==> src/rtl/neuromorphic_x1_wb_bridge.sv <==
// Wishbone-classic slave bridge for the NEUROMORPHIC_X1 macro: window decode, held macro request,
// response timeout, sticky error flag and a local status register.
module neuromorphic_x1_wb_bridge #(
  parameter logic [31:0] BASE_ADDR     = 32'h3000_0000,
  parameter logic [31:0] ADDR_MASK     = 32'hFFFF_0000,
  parameter logic [31:0] STATUS_OFFSET = 32'h0000_FFFC,
  parameter int unsigned TIMEOUT       = 255
) (
  input  logic        CLKin,
  input  logic        RSTin,
  input  logic        wbs_cyc_i,
  input  logic        wbs_stb_i,
  input  logic        wbs_we_i,
  input  logic [3:0]  wbs_sel_i,
  input  logic [31:0] wbs_adr_i,
  input  logic [31:0] wbs_dat_i,
  output logic        wbs_ack_o,
  output logic [31:0] wbs_dat_o,
  output logic        EN,
  output logic        R_WB,
  output logic [31:0] AD,
  output logic [31:0] DI,
  output logic [3:0]  SEL,
  input  logic [31:0] DO,
  input  logic        func_ack
);

  typedef enum logic [2:0] {StIdle, StLocal, StWait, StResp, StDrain} state_e;

  localparam logic [15:0] LastWait = 16'(TIMEOUT - 1);

  state_e      state_q, state_d;
  logic        en_q, en_d, rwb_q, rwb_d, ack_q, ack_d, err_q, err_d;
  logic [31:0] ad_q, ad_d, di_q, di_d, dat_q, dat_d;
  logic [3:0]  sel_q, sel_d;
  logic [15:0] cnt_q, cnt_d, txn_q, txn_d;

  logic        hit, done;
  logic [31:0] offset, rdata;

  assign hit    = (wbs_adr_i & ADDR_MASK) == BASE_ADDR;
  assign offset = wbs_adr_i & ~ADDR_MASK;

  always_comb begin
    state_d = state_q;
    en_d    = en_q;
    rwb_d   = rwb_q;
    ad_d    = ad_q;
    di_d    = di_q;
    sel_d   = sel_q;
    ack_d   = 1'b0;
    dat_d   = 32'h0;
    cnt_d   = cnt_q;
    txn_d   = txn_q;
    err_d   = err_q;
    done    = 1'b0;
    rdata   = 32'h0;
    unique case (state_q)
      StIdle: begin
        if (wbs_cyc_i && wbs_stb_i && hit) begin
          if (offset == STATUS_OFFSET) begin
            state_d = StLocal;
            ack_d   = 1'b1;
            if (wbs_we_i) begin
              if (wbs_sel_i[0] && wbs_dat_i[0]) err_d = 1'b0;
            end else begin
              dat_d = {txn_q, 14'b0, 1'b0, err_q};
            end
          end else begin
            state_d = StWait;
            en_d    = 1'b1;
            rwb_d   = ~wbs_we_i;
            ad_d    = offset;
            di_d    = wbs_dat_i;
            sel_d   = wbs_sel_i;
            cnt_d   = 16'h0;
          end
        end
      end
      StWait, StDrain: begin
        // func_ack wins over a timeout landing on the same edge
        if (func_ack) begin
          done  = 1'b1;
          en_d  = 1'b0;
          txn_d = txn_q + 16'd1;
          rdata = rwb_q ? DO : 32'h0;
        end else if (cnt_q == LastWait) begin
          done  = 1'b1;
          en_d  = 1'b0;
          err_d = 1'b1;
          rdata = rwb_q ? 32'hDEAD_BEEF : 32'h0;
        end else begin
          cnt_d = cnt_q + 16'd1;
        end
        if (done) begin
          // A completion coinciding with a bus abort is finished silently
          if (state_q == StWait && wbs_cyc_i) begin
            state_d = StResp;
            ack_d   = 1'b1;
            dat_d   = rdata;
          end else begin
            state_d = StIdle;
          end
        end else if (state_q == StWait && !wbs_cyc_i) begin
          state_d = StDrain;
        end
      end
      StLocal, StResp: state_d = StIdle;
      default:         state_d = StIdle;
    endcase
  end

  always_ff @(posedge CLKin or posedge RSTin) begin
    if (RSTin) begin
      state_q <= StIdle;
      en_q    <= 1'b0;
      rwb_q   <= 1'b0;
      ad_q    <= 32'h0;
      di_q    <= 32'h0;
      sel_q   <= 4'h0;
      ack_q   <= 1'b0;
      dat_q   <= 32'h0;
      cnt_q   <= 16'h0;
      txn_q   <= 16'h0;
      err_q   <= 1'b0;
    end else begin
      state_q <= state_d;
      en_q    <= en_d;
      rwb_q   <= rwb_d;
      ad_q    <= ad_d;
      di_q    <= di_d;
      sel_q   <= sel_d;
      ack_q   <= ack_d;
      dat_q   <= dat_d;
      cnt_q   <= cnt_d;
      txn_q   <= txn_d;
      err_q   <= err_d;
    end
  end

  assign EN        = en_q;
  assign R_WB      = rwb_q;
  assign AD        = ad_q;
  assign DI        = di_q;
  assign SEL       = sel_q;
  assign wbs_ack_o = ack_q;
  assign wbs_dat_o = dat_q;

endmodule

==> config.mk <==
export PLATFORM = sky130hd
export DESIGN_NAME = neuromorphic_x1_wb_bridge
export DESIGN_NICKNAME = d
export VERILOG_FILES = /design/src/rtl/neuromorphic_x1_wb_bridge.sv
export SDC_FILE = /design/constraint.sdc
export NUM_CORES = 1
export LEC_CHECK = 0
export ABC_AREA = 1
export CORE_MARGIN = 4
export CORE_UTILIZATION = 23
export CTS_CLUSTER_DIAMETER = 150
export DETAILED_ROUTE_END_ITERATION = 8
export DONT_BUFFER_PORTS = 1
export PLACE_DENSITY_LB_ADDON = 0.3
export REMOVE_ABC_BUFFERS = 1
export SETUP_SLACK_MARGIN = 0.15
export SLEW_MARGIN = 20
export SYNTH_ARGS = -nofsm -noshare
export SYNTH_HDL_FRONTEND = slang
export SYNTH_SLANG_ARGS = --single-unit
==> constraint.sdc <==
create_clock -name CLKin -period 5.9 [get_ports CLKin]
set_input_delay 1.18 -clock CLKin [delete_from_list [all_inputs] [get_ports CLKin]]
set_output_delay 1.18 -clock CLKin [all_outputs]
set_load 0.01 [all_outputs]
=== After elaboration in Yosys (flattened, before gate mapping) ===
Cells that the tools add are included.

* Output and inout port bits: 103
* Logic and storage cells: 86
* Bits of input ports: 106
* Register bits after elaboration: 123

* Add/sub/neg operators: 2
* Multiplexer cells: 41
* Bitwise gates (word level): 2
* Equal/unequal tests: 15
* Reductions and logical operators: 15

{| class="wikitable"
|+ Operator list
! kind !! count
|-
| $mux 32 || 9
|-
| $mux 16 || 4
|-
| $pmux 32 s2 || 1
|-
| $add 16x1->16 const B || 2
|-
| $pmux 16 s2 || 1
|-
| $mux 1 || 17
|-
| $eq 16x14->1 const B || 1
|-
| $eq 16x16->1 const B || 1
|-
| $eq 16x8->1 const B || 1
|-
| $ne 2x2->1 const B || 8
|-
| $mux 3 || 3
|-
| $reduce_and 7->1 || 1
|-
| $ne 3x3->1 const B || 2
|-
| $pmux 1 s2 || 3
|-
| $pmux 3 s2 || 1
|-
| $logic_and 1x1->1 || 5
|-
| $reduce_and 5->1 || 1
|-
| $mux 2 || 2
|-
| $reduce_and 2->1 || 2
|-
| $reduce_and 4->1 || 1
|-
| $eq 3x2->1 const B || 1
|-
| $eq 3x3->1 const B || 1
|-
| $logic_not 3->1 || 1
|-
| $reduce_and 3->1 || 1
|-
| other kinds (4) || 5
|}

=== Depth between registers and ports, before layout ===
* Depth in word-level cells: 6
* Gate-level depth with buffers: 12
* Depth with buffers taken out: 11

=== Least setup slack after synthesis ===
OpenSTA, ideal clock, no wires.

* Path kind: input to register
* Start point: input port wbs_adr_i[27]
* End point: register ad_q[10] (netlist: AD[10])
* Setup time: 117 ps
* Data required time: 5,783 ps
* Stages on the path: 10
* Buffers on the path: 2
* Arrival: 2,154 ps
* Path slack: 3,630 ps
* Cells stage by stage: nor2_1 -> nand2_1 -> nor2_1 -> nand3_2 -> inv_1 -> nand2_1 -> buf_4 -> buf_4 -> nand2_1 -> nand2_1

* Word-level cells in the longest chain between the ends: 3

{| class="wikitable"
|+ Ends and longest elaborated chain
! item !! line !! text
|-
| start, declared || 15 || <nowiki>input logic [31:0] wbs_adr_i,</nowiki>
|-
| $eq 16x14->1 || 41 || <nowiki>assign hit = (wbs_adr_i & ADDR_MASK) == BASE_ADDR;</nowiki>
|-
| $logic_and 1x1->1 || 60 || <nowiki>if (wbs_cyc_i && wbs_stb_i && hit) begin</nowiki>
|-
| $reduce_and 3->1 (no line) || n/a ||
|-
| end signal, assigned || 118 || <nowiki>ad_q <= 32'h0;</nowiki>
|-
| end signal, assigned || 130 || <nowiki>ad_q <= ad_d;</nowiki>
|-
| end, declared || 34 || <nowiki>logic [31:0] ad_q, ad_d, di_q, di_d, dat_q, dat_d;</nowiki>
|}

Every way passes these cells.
A chain may end at the register's enable or synchronous reset.

=== Worst setup path in the final report ===
* Start point: input port wbs_adr_i[3]
* End point: register ad_q[1] (netlist: AD[1])

* Word-level cells in the longest chain between the ends: 3

{| class="wikitable"
|+ Ends and longest elaborated chain
! item !! line !! text
|-
| $eq 16x16->1 || 61 || <nowiki>if (offset == STATUS_OFFSET) begin</nowiki>
|-
| $not 1->1 (no line) || n/a ||
|-
| $reduce_and 3->1 (no line) || n/a ||
|}

Every way passes these cells.

==> metrics.txt <==
Critical Path Sink Type=flop; starting density of the core=23.7%; # hold bufs at CTS=0; first-pass GRT wire length=26500 um; Crit Path Category=primary input to flop; initial antenna violation count=0; Vert. Die Dim=170 um; fmax=352 MHz; post_cts resized=0; die area=0.0289 mm^2; top post-synthesis cells by area=dfrtp_1 51%, nand2_1 15%, nand3_1 8.4%, nor2_1 3.9%, buf_4 2.9%; Reg2Reg Depth=7; Synth Area in Simple Gates=32.6%; largest net degree at the start of global routing=67; top cells by count, synth=247 x nand2_1, 123 x dfrtp_1, 101 x nand3_1, 62 x nor2_1, 43 x inv_1; unrepaired setup endpoints after global routing=false; Hold Fails Final Rpt=0; number of placement rows=58; GPL Wtd Cong=0.843; number of max-cap violations=0; worst path arrival time=3.15 ns; fraction of the mapped netlist area in compound gates=4.50%; top-count cell post-synth=nand2_1; Yosys top cell by area=dfrtp_1; P_leak=3.48 nW; synthesized area per cell=8.20 um^2; status=complete, no violations; Die Wd=170 um; HP Class=flop to flop; Critical Path RT=6.21 ns; Tot GR Track Use=11.6%; Reg clk slew, reported paths=0.06 ns; Yosys top cell area share=51.1%; CTS tree=done; io pins=209; Post-Syn Area=0.00603 mm^2; Final nets=834; number of synthesis warnings=0; largest family of logic cells by synthesized area=simple AND/OR/NAND/NOR gates; Synth Instances=735; post-synthesis mux area share=0%; Vias=4621; Hold EP=err_q; setup_tns=0 ns; Final Setup Violations=0; HPWL Detailed=11800 um; min cycle time layout=2.84 ns; slew margin rel.=42.3%; Worst VDD drop=0.162 mV; Synth Area in Adders=0.623%; area grow syn2layout=13.4%; drt first pass iters=6; Top FF cell, synth=dfrtp_1; Remaining Overflow, GRT=0; Critical Path Fanout Max=58; Routed Antenna Nets=0; Total Power=2.53 mW; vias in the first global route=4661; Ant. Diodes=0; Fill cells=2769; per-cell routed wire length=15.5 um; final WL=16500 um; Place WS=2.18 ns; Worst R2R Setup Slack=3.29 ns; RR Endpoint=AD[1]; drt via density=4.33; Core ar.=0.0255 mm^2; port buffer count=0; fin worst setup slack=3.06 ns; Yosys reg bits=123; post-synthesis sequential area ratio=51.1%; Power Dens Cells=371 mW/mm^2; reg2reg start=state_q[1]; clk root buf=clkbuf_16; Multi-input gate area=0.00252 mm^2; Skew-Pair Late Insertion Delay=0.41 ns; Final Cycle Share=48.2%; register area=0.00308 mm^2; H-tree depth=4; FFs w/ async S/R, synth=100%; layout cells sized above 1=7.86%; hold depth=2; Hold Crit Start=err_q; drc violations=0; CTS Buffer Depth=2; post-CTS setup buffer count=0; Layout Skew=0.00898 ns; EDFF count, synth=0; startpoint types=primary input; Synth Area in XOR/XNOR=3.05%; Slew Viols, Final=0; DRT iter0 DRCs=324; library cells used by synthesis=31; Clock Sinks=123; CTS Buf Count=17; worst slew pin tran=0.865 ns
==> flip-flops by register name, summed over array words and instances (netlist names) <==
name / cells
err_q: 1
wbs_dat_o: 32
EN: 1
AD: 16
state_q: 3
txn_q: 16
wbs_ack_o: 1
R_WB: 1
cnt_q: 16
DI: 32
SEL: 4
==> cell type report <==
cell class	instances	share of cell area [%]
repair buffers	2	0.220
clock inverters	15	2.89
inverters	48	2.67
well taps	330	6.04
flip-flops and latches	123	45.0
clock buffers	17	6.22
multi-input cells	533	36.9
==> cell usage in the layout (no fill, tap or decap), drive strengths merged <==
| cell type | instances |
|---|---|
| nand2 | 254 |
| dfrtp | 123 |
| nand3 | 104 |
| nor2 | 70 |
| inv | 47 |
| o21ai | 28 |
| clkbuf | 17 |
| conb | 16 |
| nand4 | 14 |
| xor2 | 13 |
| o21a | 12 |
| clkinv | 9 |
| xnor2 | 8 |
| nor3 | 4 |
| bufinv | 4 |
| a21oi | 3 |
| ha | 3 |
| clkinvlp | 3 |
| o21bai | 2 |
| buf | 2 |
| nand3b | 1 |
| and2 | 1 |
==> stage by stage <==
| step | hold WS [ns] | area, um^2 | utilization (%) | instances |
|---|---|---|---|---|
| 2_1_floorplan | 0.442 | 5780 | - | 704 |
| 3_3_place_gp | 0.474 | 6210 | 24.4 | 1036 |
| 3_5_place_dp | 0.470 | 6210 | 24.4 | 1036 |
| 4_1_cts | 0.481 | 6830 | 26.8 | 1068 |
| 5_1_grt | 0.515 | 6840 | 26.8 | 1068 |
| 6_report | 0.474 | 6840 | 26.8 | 1068 |
==> worst max path at each step <==
stage	from	to	slack, ns	cells after the start
after floorplan	RSTin	AD[0]	1.45	1
after global placement	wbs_adr_i[3]	R_WB	2.19	9
after detailed placement	wbs_adr_i[3]	AD[1]	2.18	9
after CTS	wbs_adr_i[3]	AD[1]	2.60	9
after global routing	wbs_adr_i[3]	AD[13]	2.73	9
final	wbs_adr_i[3]	AD[1]	3.06	9
==> critical path, stage by stage <==
cell and delay [ns]:
nand2_1 0.07, inv_1 0.04, nand2_1 0.05, nor2_1 0.06, nand2_1 0.08, nand2_1 0.10
inv_2 0.61, nand2_4 0.58, o21ai_0 0.33
==> metal layers <==
| metal | vias up | track usage (%) | routed length, um |
|---|---|---|---|
| met5 | - | 0 | 0 |
| met4 | 0 | 3.61 | 248 |
| met3 | 14 | 3.90 | 1460 |
| met2 | 157 | 17.8 | 7570 |
| met1 | 2158 | 15.4 | 7250 |
| li1 | 2292 | - | - |
==> logic make-up (layout without fill, tap and decap cells) <==
kind of cell               after synthesis  after routing
adders and majority gates                3              3
and+or+nand+nor                        448            448
DFF                                    123            123
AOI/OAI and AO/OA                       45             45
xor gates and xnor gates                21             21
buffers and inverters                   94             82
other                                    1             16
==> where the power goes <==
part           internal [mW]  total, mW  switching [mW]
combinational          0.107      0.467           0.359
sequential             0.889      0.958          0.0689
clock                  0.707       1.11           0.403
Note: power is estimated with default switching activity, not from simulation.
==> RTL change, RTL diff (same flow settings) <==
Take the reset off `dat_q` and load it in a clocked block of its own.
--- a/src/rtl/neuromorphic_x1_wb_bridge.sv
+++ b/src/rtl/neuromorphic_x1_wb_bridge.sv
@@ -120,5 +120,4 @@
       sel_q   <= 4'h0;
       ack_q   <= 1'b0;
-      dat_q   <= 32'h0;
       cnt_q   <= 16'h0;
       txn_q   <= 16'h0;
@@ -132,9 +131,12 @@
       sel_q   <= sel_d;
       ack_q   <= ack_d;
-      dat_q   <= dat_d;
       cnt_q   <= cnt_d;
       txn_q   <= txn_d;
       err_q   <= err_d;
     end
+  end
+
+  always_ff @(posedge CLKin) begin
+    dat_q <= dat_d;
   end
 
Behaviour: differs if RSTin is asserted again (counterexample within 4 cycles, from zero or initial values and one cycle with RSTin high); with RSTin held inactive, the same outputs for 4 cycles.
==> RTL change against the unedited design <==
  * Clock power fell by 9%
  * Die area fell by 4.2%
  * Worst setup slack got worse by 140 ps
  * Clock skew barely moved
  * Design area shrank 4.6%
  * Power down 4.4%
  * Critical endpoint is now R_WB
  * Synthesized cell count fell by 1.8%
  * Register-to-register slack hardly changed
  * Routed wire length is 0.42% lower
  * Area after synthesis is 4.4% lower
  * Global-route usage about the same
  * Sequential share of layout area is 0.28 points lower
  * Sequential cell count unchanged
  * Count of clock-buffer cells in the layout is 4 higher
==> RTL change: results (changes against the unedited design) <==
outcome=complete, no violations (unchanged); Post-synth top cells=244 x nand2_1, 96 x nand3_1, 91 x dfrtp_1, 63 x nor2_1, 34 x inv_1 (was 247 x nand2_1, 123 x dfrtp_1, 101 x nand3_1, 62 x nor2_1, 43 x inv_1); Power per Cell Area=371.4 nW/um2 (was 370.7 nW/um2); placed cell area=5944 um2 (was 6208 um2); layout clock buffer count=21 (was 17); post-synthesis sequential area ratio=0.5065 (was 0.5107); Fin. Hold Viols=0 (unchanged); Ys Warns=0 (unchanged); unique cell type count in the Yosys netlist=32 (was 31); sequential share of cell area=0.4474 (was 0.4502); Mapped Cells=722 (was 735); dpl ws=2039 ps (was 2175 ps); Clock Latency Late Sink=410 ps (about the same); Clock Tree Buf Depth=2 (unchanged); Data buffer area share=0.002302 (was 0.002196); GR Util All Layers=0.1157 (was 0.1156); CP max FO=54 (was 58); R2R setup slack=3290 ps (about the same); clock tree cell share of total cell area=0.08768 (was 0.09114); post-synthesis async set-or-reset flop share=0.7398 (was 1.000); Worst R2R End=R_WB (was AD[1]); worst reg2reg path depth=5 (was 7); Worst Clk Skew=9.444 ps (was 8.984 ps); CTS clock-pin slew for the worst setup and hold paths=60 ps (about the same); VDD IR max=0.1528 mV (was 0.1619 mV); most common flop cell mapped by yosys=dfrtp_1 (unchanged); share of post-route cells with drive strength above 1=0.07438 (was 0.07859); non-filler instance count after layout=1050 (was 1068); first-pass GRT wire length=25.54 mm (was 26.54 mm); Post-CTS Resized=0 (unchanged); fraction of area in multi-input gates=0.3782 (was 0.3693); number of fill cells in the layout=2642 (was 2769); DP Cell Count=1018 (was 1036); critical path's slowest cell=inv_2 (unchanged); crit path DAT=3300 ps (was 3150 ps); WS Path Type=primary input to flip-flop (unchanged); Leak=3.177 nW (was 3.482 nW); antenna diode count=0 (unchanged); dpl hpwl=11.57 mm (was 11.83 mm); comb_multi_in=531 (was 533); inverters=38 (was 48); 1st-iter DRT viols=351 (was 324); CP peak stage delay=720 ps (was 610 ps); Final #Nets=822 (was 834); initial antenna violation count=2 (was 0); max_slew headroom=0.3609 (was 0.4232); final WL=16.46 mm (was 16.53 mm); Via Count=4650 (was 4621); Routability Congestion=0.8006 (was 0.8433); vias in the first global route=4430 (was 4661); Top Family by Delay on Critical Path=simple AND/OR/NAND/NOR gates (unchanged); largest net degree at the start of global routing=61 (was 67); fmax=335.5 MHz (was 351.7 MHz); Well Taps=324 (was 330); Synth area leaders=dfrtp_1 40%, nand2_1 16%, dfxtp_1 11% (was dfrtp_1 51%, nand2_1 15%, nand3_1 8.4%); Buffers excl. clock=2 (unchanged)
-- RTL change: cell count changes in the layout (fill, tap and decap cells not counted), moves of 5 or more --
| cell | before | now |
|---|---|---|
| inv_4 | 1 | 6 |
| nand3_1 | 101 | 96 |
| dfrtp_1 | 123 | 91 |
| inv_1 | 42 | 33 |
| o22ai_1 | 0 | 7 |
| dfxtp_1 | 0 | 32 |
-- RTL change: metal layers --
layer,global-route usage,wire length (um)
met1,0.1438,6985
met2,0.1822,7594
met5,0,16
met3,0.05451,1698
met4,0.02988,163
-- RTL change: power by group --
group | switching, mW | leakage, nW | total, mW | internal, mW
Clock | 0.407 | 0.286 | 1.01 | 0.602
Sequential | 0.0658 | 1.49 | 0.951 | 0.885
Combinational | 0.362 | 1.40 | 0.463 | 0.101
-- RTL change: cells by family after synthesis --
logic type | count (synthesis) | synth area share
flops | 123 | 0.5065
simple gates | 442 | 0.3293
other cells | 1 | 0.0006510
fa+ha+maj | 3 | 0.006517
buf+inv | 83 | 0.07602
xor+xnor | 17 | 0.02585
compound gates | 53 | 0.05517
-- RTL change: worst register-to-register path, cell delays in order, from the launching register on --
cell and delay (ps):
dfrtp_1 460, nor3_2 250, nand2_1 150, inv_2 720, nand2_4 590, o21ai_0 350
-- RTL change: worst min path at each step --
stage | start | to | slack (ps) | cells after the start
2_1_floorplan | err_q | err_q | 460 | 2
3_3_place_gp | err_q | err_q | 500 | 2
3_5_place_dp | err_q | err_q | 500 | 2
4_1_cts | err_q | err_q | 520 | 2
5_1_grt | err_q | err_q | 560 | 2
6_report | err_q | err_q | 520 | 2
